## config.mk

```make
export PLATFORM = sky130hd
export DESIGN_NAME = exec_core_flat
export DESIGN_NICKNAME = d
export VERILOG_FILES = /design/src/rtl/exec_core_pkg.sv /design/src/rtl/exec_core_if.sv /design/src/rtl/exec_core_regfile_n.sv /design/src/rtl/exec_core.sv /design/src/flat_wrapper.sv
export SDC_FILE = /design/constraint.sdc
export NUM_CORES = 1
export LEC_CHECK = 0
export ABC_AREA = 1
export BUFFER_PORTS_ARGS = -buffer_cell sky130_fd_sc_hd__buf_2
export CAP_MARGIN = 30
export CORE_ASPECT_RATIO = 0.5
export CORE_MARGIN = 1.5
export CORE_UTILIZATION = 41
export CTS_BUF_LIST = sky130_fd_sc_hd__clkbuf_4 sky130_fd_sc_hd__clkbuf_8 sky130_fd_sc_hd__clkbuf_16
export DETAILED_ROUTE_END_ITERATION = 10
export PLACE_DENSITY = 0.6
export SLEW_MARGIN = 20
export SYNTH_ARGS = -nofsm -noshare
export SYNTH_HDL_FRONTEND = slang
export SYNTH_SLANG_ARGS = --single-unit
```

## constraint.sdc

```tcl
create_clock -name clk -period 14.59 [get_ports clk]
set_clock_uncertainty 0.15 [all_clocks]
set_input_delay 0.7295 -clock clk [delete_from_list [all_inputs] [get_ports clk]]
set_output_delay 0.7295 -clock clk [all_outputs]
set_load 0.01 [all_outputs]
```

## src/rtl/exec_core_pkg.sv

```systemverilog
// Shared types for the execution core: opcodes, FSM states and flag bit positions.
package exec_pkg;

    typedef enum logic [2:0] {
        OP_ADD = 3'd0,
        OP_SUB = 3'd1,
        OP_AND = 3'd2,
        OP_MUL = 3'd3,
        OP_MOV = 3'd4,
        OP_LDI = 3'd5,
        OP_LD  = 3'd6,
        OP_ST  = 3'd7
    } op_e;

    typedef enum logic [1:0] {
        ST_IDLE = 2'd0,
        ST_RD   = 2'd1,
        ST_MUL  = 2'd2
    } st_e;

    localparam int FLG_Z = 3;
    localparam int FLG_N = 2;
    localparam int FLG_C = 1;
    localparam int FLG_V = 0;

endpackage

```

## src/rtl/exec_core_if.sv

```systemverilog
// Instruction channel between a front end (switch decoder or sequencer) and the core.
interface exec_core_if #(
    parameter int DATA_W = 8,
    parameter int RW     = 2
);
    logic              instr_valid;
    logic              instr_ready;
    logic [2:0]        instr_op;
    logic [RW-1:0]     instr_rd;
    logic [RW-1:0]     instr_ra;
    logic [RW-1:0]     instr_rb;
    logic [DATA_W-1:0] instr_imm;
    logic              done;

    modport master (
        output instr_valid, instr_op, instr_rd, instr_ra, instr_rb, instr_imm,
        input  instr_ready, done
    );

    modport slave (
        input  instr_valid, instr_op, instr_rd, instr_ra, instr_rb, instr_imm,
        output instr_ready, done
    );
endinterface

```

## src/rtl/exec_core_regfile_n.sv

```systemverilog
// DATA_W x NREGS register file: two async operand reads, one debug read, one sync write.
module regfile_n #(
    parameter  int DATA_W = 8,
    parameter  int NREGS  = 4,
    localparam int RW     = $clog2(NREGS)
) (
    input  logic              clk,
    input  logic              reset,
    input  logic              we,
    input  logic [RW-1:0]     waddr,
    input  logic [DATA_W-1:0] wdata,
    input  logic [RW-1:0]     ra_addr,
    output logic [DATA_W-1:0] ra_data,
    input  logic [RW-1:0]     rb_addr,
    output logic [DATA_W-1:0] rb_data,
    input  logic [RW-1:0]     dbg_sel,
    output logic [DATA_W-1:0] dbg_data
);
    logic [DATA_W-1:0] regs [NREGS];

    always_ff @(posedge clk) begin
        if (reset) begin
            for (int i = 0; i < NREGS; i++) begin
                regs[i] <= '0;
            end
        end else if (we) begin
            regs[waddr] <= wdata;
        end
    end

    assign ra_data  = regs[ra_addr];
    assign rb_data  = regs[rb_addr];
    assign dbg_data = regs[dbg_sel];
endmodule

```

## src/rtl/exec_core.sv

```systemverilog
// Instruction-driven execution core: register file, ALU, shift-add multiplier,
// data memory and memory-mapped output register behind a valid/ready channel.
//
//  state   | meaning
//  --------+--------------------------------------------------------------
//  ST_IDLE | accepting; single-cycle ops and stores complete at accept
//  ST_RD   | load address registered, memory word written back next edge
//  ST_MUL  | one shift-add iteration per cycle, writeback on last iteration
module exec_core
    import exec_pkg::*;
#(
    parameter  int DATA_W    = 8,
    parameter  int NREGS     = 4,
    parameter  int MEM_DEPTH = 128,
    localparam int RW        = $clog2(NREGS),
    localparam int AW        = $clog2(MEM_DEPTH)
) (
    input  logic              clk,
    input  logic              reset,
    exec_core_if.slave        ibus,
    output logic [3:0]        flags,
    output logic [DATA_W-1:0] out_reg,
    input  logic [RW-1:0]     dbg_sel,
    output logic [DATA_W-1:0] dbg_data
);
    localparam int PW  = 2 * DATA_W;
    localparam int CW  = $clog2(DATA_W);
    localparam int MSB = DATA_W - 1;

    st_e               state;
    logic              done_q;
    logic [CW-1:0]     mul_cnt;
    logic [PW-1:0]     mcand;
    logic [PW-1:0]     acc;
    logic [DATA_W-1:0] mplier;
    logic [RW-1:0]     pend_rd;
    logic [AW-1:0]     ld_addr;
    logic [DATA_W-1:0] mem [MEM_DEPTH];

    op_e               op;
    logic              accept;
    logic [DATA_W-1:0] op_a;
    logic [DATA_W-1:0] op_b;

    logic [DATA_W:0]   sum_ext;
    logic [DATA_W:0]   dif_ext;
    logic [PW-1:0]     acc_step;
    logic [DATA_W-1:0] res;
    logic              res_c;
    logic              res_v;
    logic              wb_en;
    logic [RW-1:0]     wb_addr;
    logic              flg_en;
    logic [3:0]        flg_next;

    assign op               = op_e'(ibus.instr_op);
    assign ibus.instr_ready = (state == ST_IDLE);
    assign accept           = ibus.instr_valid && (state == ST_IDLE);
    assign ibus.done        = done_q;

    regfile_n #(
        .DATA_W (DATA_W),
        .NREGS  (NREGS)
    ) u_rf (
        .clk      (clk),
        .reset    (reset),
        .we       (wb_en),
        .waddr    (wb_addr),
        .wdata    (res),
        .ra_addr  (ibus.instr_ra),
        .ra_data  (op_a),
        .rb_addr  (ibus.instr_rb),
        .rb_data  (op_b),
        .dbg_sel  (dbg_sel),
        .dbg_data (dbg_data)
    );

    // Writeback source: ALU at accept, memory in RD, final accumulator step in MUL.
    always_comb begin
        sum_ext  = {1'b0, op_a} + {1'b0, op_b};
        dif_ext  = {1'b0, op_a} - {1'b0, op_b};
        acc_step = mplier[0] ? (acc + mcand) : acc;
        res      = '0;
        res_c    = 1'b0;
        res_v    = 1'b0;
        wb_en    = 1'b0;
        wb_addr  = ibus.instr_rd;
        flg_en   = 1'b0;
        if (accept) begin
            case (op)
                OP_ADD: begin
                    res    = sum_ext[DATA_W-1:0];
                    res_c  = sum_ext[DATA_W];
                    res_v  = (op_a[MSB] == op_b[MSB]) && (res[MSB] != op_a[MSB]);
                    wb_en  = 1'b1;
                    flg_en = 1'b1;
                end
                OP_SUB: begin
                    res    = dif_ext[DATA_W-1:0];
                    res_c  = dif_ext[DATA_W];
                    res_v  = (op_a[MSB] != op_b[MSB]) && (res[MSB] != op_a[MSB]);
                    wb_en  = 1'b1;
                    flg_en = 1'b1;
                end
                OP_AND: begin
                    res    = op_a & op_b;
                    wb_en  = 1'b1;
                    flg_en = 1'b1;
                end
                OP_MOV: begin
                    res    = op_a;
                    wb_en  = 1'b1;
                end
                OP_LDI: begin
                    res    = ibus.instr_imm;
                    wb_en  = 1'b1;
                end
                default: ;
            endcase
        end else if (state == ST_RD) begin
            res     = mem[ld_addr];
            wb_en   = 1'b1;
            wb_addr = pend_rd;
        end else if (state == ST_MUL && mul_cnt == '0) begin
            res     = acc_step[DATA_W-1:0];
            res_c   = |acc_step[PW-1:DATA_W];
            res_v   = |acc_step[PW-1:DATA_W];
            wb_en   = 1'b1;
            wb_addr = pend_rd;
            flg_en  = 1'b1;
        end
        flg_next        = '0;
        flg_next[FLG_Z] = (res == '0);
        flg_next[FLG_N] = res[MSB];
        flg_next[FLG_C] = res_c;
        flg_next[FLG_V] = res_v;
    end

    always_ff @(posedge clk) begin
        if (reset) begin
            state   <= ST_IDLE;
            done_q  <= 1'b0;
            flags   <= '0;
            out_reg <= '0;
            mul_cnt <= '0;
            mcand   <= '0;
            acc     <= '0;
            mplier  <= '0;
            pend_rd <= '0;
            ld_addr <= '0;
        end else begin
            done_q <= 1'b0;
            if (flg_en) begin
                flags <= flg_next;
            end
            case (state)
                ST_IDLE: begin
                    if (accept) begin
                        pend_rd <= ibus.instr_rd;
                        case (op)
                            OP_LD: begin
                                ld_addr <= op_a[AW-1:0];
                                state   <= ST_RD;
                            end
                            OP_MUL: begin
                                mcand   <= PW'(op_a);
                                mplier  <= op_b;
                                acc     <= '0;
                                mul_cnt <= CW'(DATA_W - 1);
                                state   <= ST_MUL;
                            end
                            OP_ST: begin
                                if (op_a[MSB]) begin
                                    out_reg <= op_b;
                                end
                                done_q <= 1'b1;
                            end
                            default: done_q <= 1'b1;
                        endcase
                    end
                end
                ST_RD: begin
                    state  <= ST_IDLE;
                    done_q <= 1'b1;
                end
                ST_MUL: begin
                    acc     <= acc_step;
                    mcand   <= mcand << 1;
                    mplier  <= mplier >> 1;
                    mul_cnt <= mul_cnt - CW'(1);
                    if (mul_cnt == '0) begin
                        state  <= ST_IDLE;
                        done_q <= 1'b1;
                    end
                end
                default: state <= ST_IDLE;
            endcase
        end
    end

    // Memory is deliberately left uninitialised by reset.
    always_ff @(posedge clk) begin
        if (!reset && accept && op == OP_ST && !op_a[MSB]) begin
            mem[op_a[AW-1:0]] <= op_b;
        end
    end
endmodule

```

## src/flat_wrapper.sv

```systemverilog
// flat-port wrapper written by rule: the top's interface ports become plain ports
module exec_core_flat import exec_pkg::*;
#(
    parameter  int DATA_W    = 8,
    parameter  int NREGS     = 4,
    parameter  int MEM_DEPTH = 128,
    localparam int RW        = $clog2(NREGS),
    localparam int AW        = $clog2(MEM_DEPTH)
)
  (clk, reset, flags, out_reg, dbg_sel, dbg_data, ibus_instr_valid, ibus_instr_op, ibus_instr_rd, ibus_instr_ra, ibus_instr_rb, ibus_instr_imm, ibus_instr_ready, ibus_done);
  exec_core_if #(.DATA_W(DATA_W), .RW(2)) ibus_i ();
  input  logic clk;
  input  logic reset;
  output logic [3:0] flags;
  output logic [DATA_W-1:0] out_reg;
  input  logic [RW-1:0] dbg_sel;
  output logic [DATA_W-1:0] dbg_data;
  input wire logic [$bits(ibus_i.instr_valid)-1:0] ibus_instr_valid;
  input wire logic [$bits(ibus_i.instr_op)-1:0] ibus_instr_op;
  input wire logic [$bits(ibus_i.instr_rd)-1:0] ibus_instr_rd;
  input wire logic [$bits(ibus_i.instr_ra)-1:0] ibus_instr_ra;
  input wire logic [$bits(ibus_i.instr_rb)-1:0] ibus_instr_rb;
  input wire logic [$bits(ibus_i.instr_imm)-1:0] ibus_instr_imm;
  output wire logic [$bits(ibus_i.instr_ready)-1:0] ibus_instr_ready;
  output wire logic [$bits(ibus_i.done)-1:0] ibus_done;
  assign ibus_i.instr_valid = ibus_instr_valid;
  assign ibus_i.instr_op = ibus_instr_op;
  assign ibus_i.instr_rd = ibus_instr_rd;
  assign ibus_i.instr_ra = ibus_instr_ra;
  assign ibus_i.instr_rb = ibus_instr_rb;
  assign ibus_i.instr_imm = ibus_instr_imm;
  assign ibus_instr_ready = ibus_i.instr_ready;
  assign ibus_done = ibus_i.done;
  exec_core #(.DATA_W(DATA_W), .NREGS(NREGS), .MEM_DEPTH(MEM_DEPTH)) u_core (.clk(clk), .reset(reset), .ibus(ibus_i), .flags(flags), .out_reg(out_reg), .dbg_sel(dbg_sel), .dbg_data(dbg_data));
endmodule
```

==> results.toml, run 1 <==
[status]
outcome = "finished, final reports clean"

[placed_design]
place_inst = 5997
dpl-instance-area_um2 = 50100
io_buffers = 43
pre_cts_ws_ps = 8880
place.gp.congestion = 0.919
dp.final_hpwl_mm = 78.2

[clock_tree]
htree_levels = 3
cts_resized = 0
clk_latency_ps = 700
clock_sinks = 1130
cts_buffer_depth = 3
cts_buffers = 105
cts_root_buffer = "clkbuf_16"
hold_buffers = 0
post_cts_buffers = 0
cts_tree = "yes"
clkTransAtPathRegs_ps = 70

[timing]
max_freq_mhz = 185
max-slew-margin-rel_pct = 31.0
tightestPinTransition_ps = 1030
hold_viol = 0
min_period_ps = 5410
rsz0062_at_grt = "no"
drv_slew = 0
fin_setup_tns_ps = 0
setup_ws_ps = 9180
min_period_over_period_pct = 37.1
final-setup-viol-count = 0
hold_ws_ps = 145

[logic_synthesis]
ys_seq_area_share_pct = 68.2
ys_seq_elements = 1130
syn-cell-area_um2 = 48700
ys.warnings.count = 0
synthCells = 4577
synth.top_cells.by_area = "edfxtp_1, nand2_1, nand3_1"
synth.avg_cell_area_um2 = 10.6
synthDistinctLibCells = 50
synth_top_area_share_pct = 65.1
yosys.area.top_type = "edfxtp_1"
syn-num-nets = 4636

[die]
die_width_um = 490
die_area_um2 = 121000
core.rowCount = 89
die_h_um = 247
io_pins = 44
fp.coreArea_um2 = 118000
initial_core_util_pct = 41.3

[layout]
final_nets = 4581
final_common_cell = "nand2_1"
num_antenna_cells = 0
fin_area_um2 = 53600
fill_cells = 11000
largest_reg_flops = 1024
final-instance-count-excl-fill = 6197
final_cell_mix = "nand2_1, edfxtp_1, nand3_1"
fin_util_pct = 45.5
final_layout_size_suffix_gt1_share_pct = 7.06
syn_to_final_growth_pct = 10.1

[critical_path]
end_kind = "flip-flop"
reg2regPathDepth = 19
critical_path_class = "flip-flop to flip-flop"
worstPathMaxFanout = 162
reg2reg_to = "u_core.flags[3]"
cp_data_arrival_time_ps = 5810
reg2reg_slack_ps = 9180
required_ps = 14990
cp-start-kind = "flip-flop"

[power]
ir_worst_vdd_mv = 0.0886
totalPowerFinal_mw = 6.76
leakage_nw = 19.3
power_density_nw_per_um2 = 126

[min_path]
whs_endpoint = "u_core.pend_rd[0]"
hold_path_depth = 3
hp-start = "ibus_instr_rd[0]"
hp-class = "input pin to flip-flop"

[grt]
antenna_found_initial = 1
first_global_vias = 32000
grt_first_pass_wirelength_mm = 204
gr-usage-all-layers_pct = 22.0
gr-total-overflow = 0
grt_max_degree = 163

[drt]
drt-wirelength-per-cell_um = 21.7
dr.pass1.iters = 5
drtIter0Drc = 3545
vias_per_cell = 5.48
drc_errors = 0
num_vias = 34000
wl_mm = 134
ant_nets = 0

[job]
cap_viol_max_count = 0
==> worst max-delay path by stage <==
stage	endpoint	slack [ps]	cells after the start
2_1_floorplan	u_core.flags[3]	7220	16
3_3_place_gp	u_core.flags[3]	8860	19
3_5_place_dp	u_core.flags[3]	8880	19
4_1_cts	u_core.flags[3]	8860	19
5_1_grt	u_core.flags[3]	8900	19
6_report	u_core.flags[3]	9180	19
==> per-layer routing <==
layer	GRT usage [%]	up-vias	part of all wire, %
met2	34.3	1427	45
met1	31.9	16600	45
met5	0	-	0
li1	-	15700	-
met3	3.46	211	7.8
met4	5.99	0	2.5
==> kinds of logic (layout without fill, tap and decap cells) <==
group,count (synthesis),count (layout),share of synthesized area (%)
xor gates and xnor gates,9,9,0.162
and+or+nand+nor,2678,2678,23.5
AOI/OAI and AO/OA,256,256,2.89
DFF,1130,1130,68.2
adders and majority gates,37,37,0.997
buffers and inverters,467,495,4.24
==> cell type report <==
class	count	area [um2]	share of cell area (%)
Clock buffer	137	2930	5.47
Clock inverter	53	404	0.754
Inverter	204	810	1.51
Multi-Input combinational cell	2980	13400	25.1
Sequential cell	1130	33200	61.9
Tap cell	1592	1990	3.72
Timing Repair Buffer	101	815	1.52
==> power breakdown <==
| group | leakage [nW] | switching (mW) | internal [mW] |
|---|---|---|---|
| sequential | 10.2 | 0.0119 | 3.59 |
| clock | 1.68 | 1.20 | 1.52 |
| combinational | 7.44 | 0.348 | 0.0981 |
==> cells in the mapped netlist, drive strengths merged <==
cell,count
a22oi,3
nand3b,2
nand4,10
a21o,2
ha,34
o21a,1
o21bai,1
fa,3
nand3,990
nor2,267
buf,197
a221oi,3
clkbuf,66
a21oi,87
o2bb2ai,2
a32oi,2
inv,200
nand2,1372
nor4,1
clkinv,4
dfxtp,74
o31ai,2
a31oi,4
xnor2,1
edfxtp,1056
a21boi,2
o22ai,22
nor3,8
a41oi,1
and2,4
o2111ai,1
o211ai,11
o21ai,112
or2,24
xor2,8
==> critical path: stages (launching register included) <==
cell,delay [ps]
dfxtp_4,650
buf_4,510
buf_12,580
buf_4,470
buf_4,780
nand2_1,120
nand3_1,130
nand3_1,100
nand3_1,120
nand2_1,100
nand2_1,90
nand3_1,170
nand3_1,260
nand3_1,290
nand2_1,230
nor2_1,60
nand3_1,90
nor2_1,50
nor2_1,80
nor2_1,50
Note: power is estimated with default switching activity, not from simulation.
==> inputs of run 2 (changes only) <==
--- a/config.mk
+++ b/config.mk
@@ -5,7 +5,7 @@
 export SDC_FILE = /design/constraint.sdc
 export NUM_CORES = 1
 export LEC_CHECK = 0
-export ABC_AREA = 1
+export ABC_AREA = 0
 export BUFFER_PORTS_ARGS = -buffer_cell sky130_fd_sc_hd__buf_2
 export CAP_MARGIN = 30
 export CORE_ASPECT_RATIO = 0.5
@@ -13,7 +13,7 @@
 export CORE_UTILIZATION = 41
 export CTS_BUF_LIST = sky130_fd_sc_hd__clkbuf_4 sky130_fd_sc_hd__clkbuf_8 sky130_fd_sc_hd__clkbuf_16
 export DETAILED_ROUTE_END_ITERATION = 10
-export PLACE_DENSITY = 0.6
+export PLACE_DENSITY = 0.62
 export SLEW_MARGIN = 20
 export SYNTH_ARGS = -nofsm -noshare
 export SYNTH_HDL_FRONTEND = slang
==> constraint.sdc (replaced) <==
create_clock -name clk -period 4.9 [get_ports clk]
set_clock_uncertainty 0.15 [all_clocks]
set_input_delay 0.245 -clock clk [delete_from_list [all_inputs] [get_ports clk]]
set_output_delay 0.245 -clock clk [all_outputs]
set_load 0.01 [all_outputs]
==> run 2 against run 1 <==
Wire length shrank 2.9%. Sequential power grew to 3.0 times the previous value. Area after synthesis decreased by 4.3%. Highest routed layer unchanged. Critical path type unchanged. Synthesized cell count decreased by 42%. First-iteration DRC count increased by 5.2%. Largest cell class unchanged. Cell count decreased by 29%. Count of clock-buffer cells in the layout is 15 lower. Sequential share of layout area rose by 1.0 points.
==> results.toml, run 2 <==
[timing]
drv_slew = 0
hold_ws_ps = 40.5
min_period_over_period_pct = 88.9
max_freq_mhz = 230
fin_setup_tns_ps = 0
min_period_ps = 4350
hold_viol = 0
rsz0062_at_grt = "no"
max-slew-margin-rel_pct = 28.0
final-setup-viol-count = 0
tightestPinTransition_ps = 1080

[layout]
fin_area_um2 = 52700
largest_reg_flops = 1024
final_layout_size_suffix_gt1_share_pct = 23.0
final_nets = 2868
final-instance-count-excl-fill = 4408
num_antenna_cells = 0
final_common_cell = "edfxtp_1"
final-seq-area_um2 = 33200
multi_input_area_um2 = 12500
fill_cells = 9452
syn_to_final_growth_pct = 13.2
final_cell_mix = "edfxtp_1, nor2_1, mux4_2"

[logic_synthesis]
synth.top_cells.by_area = "edfxtp_1, mux4_2, dfxtp_1"
yosysMostFrequentCell = "edfxtp_1"
yosys.area.top_type = "edfxtp_1"
synth_edf_count = 1056
synth_common_cells = "edfxtp_1, nor2_1, mux4_2"
synth_top_area_share_pct = 68.1
synth_flop_cell = "edfxtp_1"
synthDistinctLibCells = 77
synth-async-reset-ratio_pct = 0
ys_seq_elements = 1130
ys_seq_area_share_pct = 71.2
ys.warnings.count = 0
synth.avg_cell_area_um2 = 17.6
synthCells = 2642
syn-num-nets = 2701
syn-cell-area_um2 = 46600

[drt]
wl_mm = 131
vias_per_cell = 6.01
ant_nets = 0
drt-wirelength-per-cell_um = 29.6
drc_errors = 0
drtIter0Drc = 3731
dr.pass1.iters = 6
num_vias = 26500

[clock_tree]
clk_latency_ps = 720
clock_sinks = 1130
cts_buffers = 102
cts_root_buffer = "clkbuf_16"
htree_levels = 3
clkTransAtPathRegs_ps = 70
cts_buffer_depth = 3
cts_tree = "yes"

[critical_path]
reg2regPathDepth = 14
critPathCapture = "u_core.flags[3]"
required_ps = 5400
reg2reg_to = "u_core.flags[3]"
cp_data_arrival_time_ps = 4860
timing.rr.start = "u_core.u_rf.regs[3][0]"
critical_path_class = "flip-flop to flip-flop"
end_kind = "flip-flop"
worstPathMaxFanout = 10
critPathLaunch = "u_core.u_rf.regs[3][0]"
cp-start-kind = "flip-flop"
reg2reg_slack_ps = 550

[power]
leakage_nw = 16.7
totalPowerFinal_mw = 19.7
power_density_nw_per_um2 = 374
ir_worst_vdd_mv = 0.281

[grt]
first_global_vias = 25400
grt_first_pass_wirelength_mm = 186
grt_max_degree = 94
gr-usage-all-layers_pct = 22.5
antenna_found_initial = 2
gr-total-overflow = 0

[die]
die_width_um = 480
io_pins = 44
die_area_um2 = 116000
fp.coreArea_um2 = 113000
core.rowCount = 87
die_h_um = 241
initial_core_util_pct = 41.4

[status]
outcome = "finished, final reports clean"

[placed_design]
place_inst = 4196
dpl-instance-area_um2 = 49200
place.gp.congestion = 0.910
io_buffers = 43
dp.final_hpwl_mm = 85.5

[min_path]
hp-class = "input pin to flip-flop"

[job]
cap_viol_max_count = 0
==> run 2: worst min-delay path by stage <==
stage                                 start           endpoint  slack (ps)  depth (start not counted)
after detailed placement  u_core.pend_rd[0]  u_core.pend_rd[0]         300                          2
after floorplan            ibus_instr_rd[0]  u_core.pend_rd[0]         240                          2
after CTS                  ibus_instr_op[0]    u_core.state[0]           3                          2
after global routing       ibus_instr_op[0]    u_core.state[0]          40                          2
after global placement    u_core.pend_rd[0]  u_core.pend_rd[0]         300                          2
final                      ibus_instr_op[0]    u_core.state[0]          40                          2
==> run 2: timing repair <==
item                      in CTS  in global routing
hold buffers                  10                  0
hold endpoints to repair       7                  0
buffers inserted               0                  0
gates resized for setup        0                  0
==> run 2: final cells by class <==
cell class              instances  share of cell area, %
multi-input cells            1334                   23.8
flip-flops and latches       1130                   63.0
well taps                    1513                   3.59
inverters                      29                  0.206
clock buffers                 122                   5.17
repair buffers                212                   3.18
clock inverters                68                   1.15
==> run 2: cells by family after synthesis <==
logic type,after synthesis,share of synthesized area (%)
compound gates,315,4.73
buf+inv,178,1.91
xor+xnor,16,0.301
mux,361,15.0
simple gates,605,5.79
fa+ha+maj,37,1.04
flops,1130,71.2
==> run 2: critical path: stages, from the launching register on <==
cell,delay (ps)
edfxtp_1,410
mux2_2,280
nand2_1,70
o21a_1,360
inv_2,190
ha_1,260
fa_1,450
mux2_2,260
mux4_2,460
a32o_1,280
a31o_1,180
a311oi_1,290
buf_4,200
and4_1,270
a41o_1,190
==> run 2: per-layer routing <==
metal	vias to the layer above	routed length (um)	track usage (%)
met1	13800	56000	34.0
met3	188	14900	5.63
met5	-	0	0
met2	1495	57000	32.7
li1	11000	-	-
met4	0	2700	5.17
==> run 2: power by group <==
part	switching, mW	internal [mW]	total (mW)
combinational	0.703	0.272	0.975
clock	3.61	4.41	8.03
sequential	0.0264	10.7	10.7
total	4.34	15.4	19.7
==> run 2: stage by stage <==
stage	util [%]	setup slack (ps)
global route	46.8	400
finish	46.8	546
global placement	43.6	616
CTS	46.7	581
floorplan	-	142
detailed placement	43.7	533
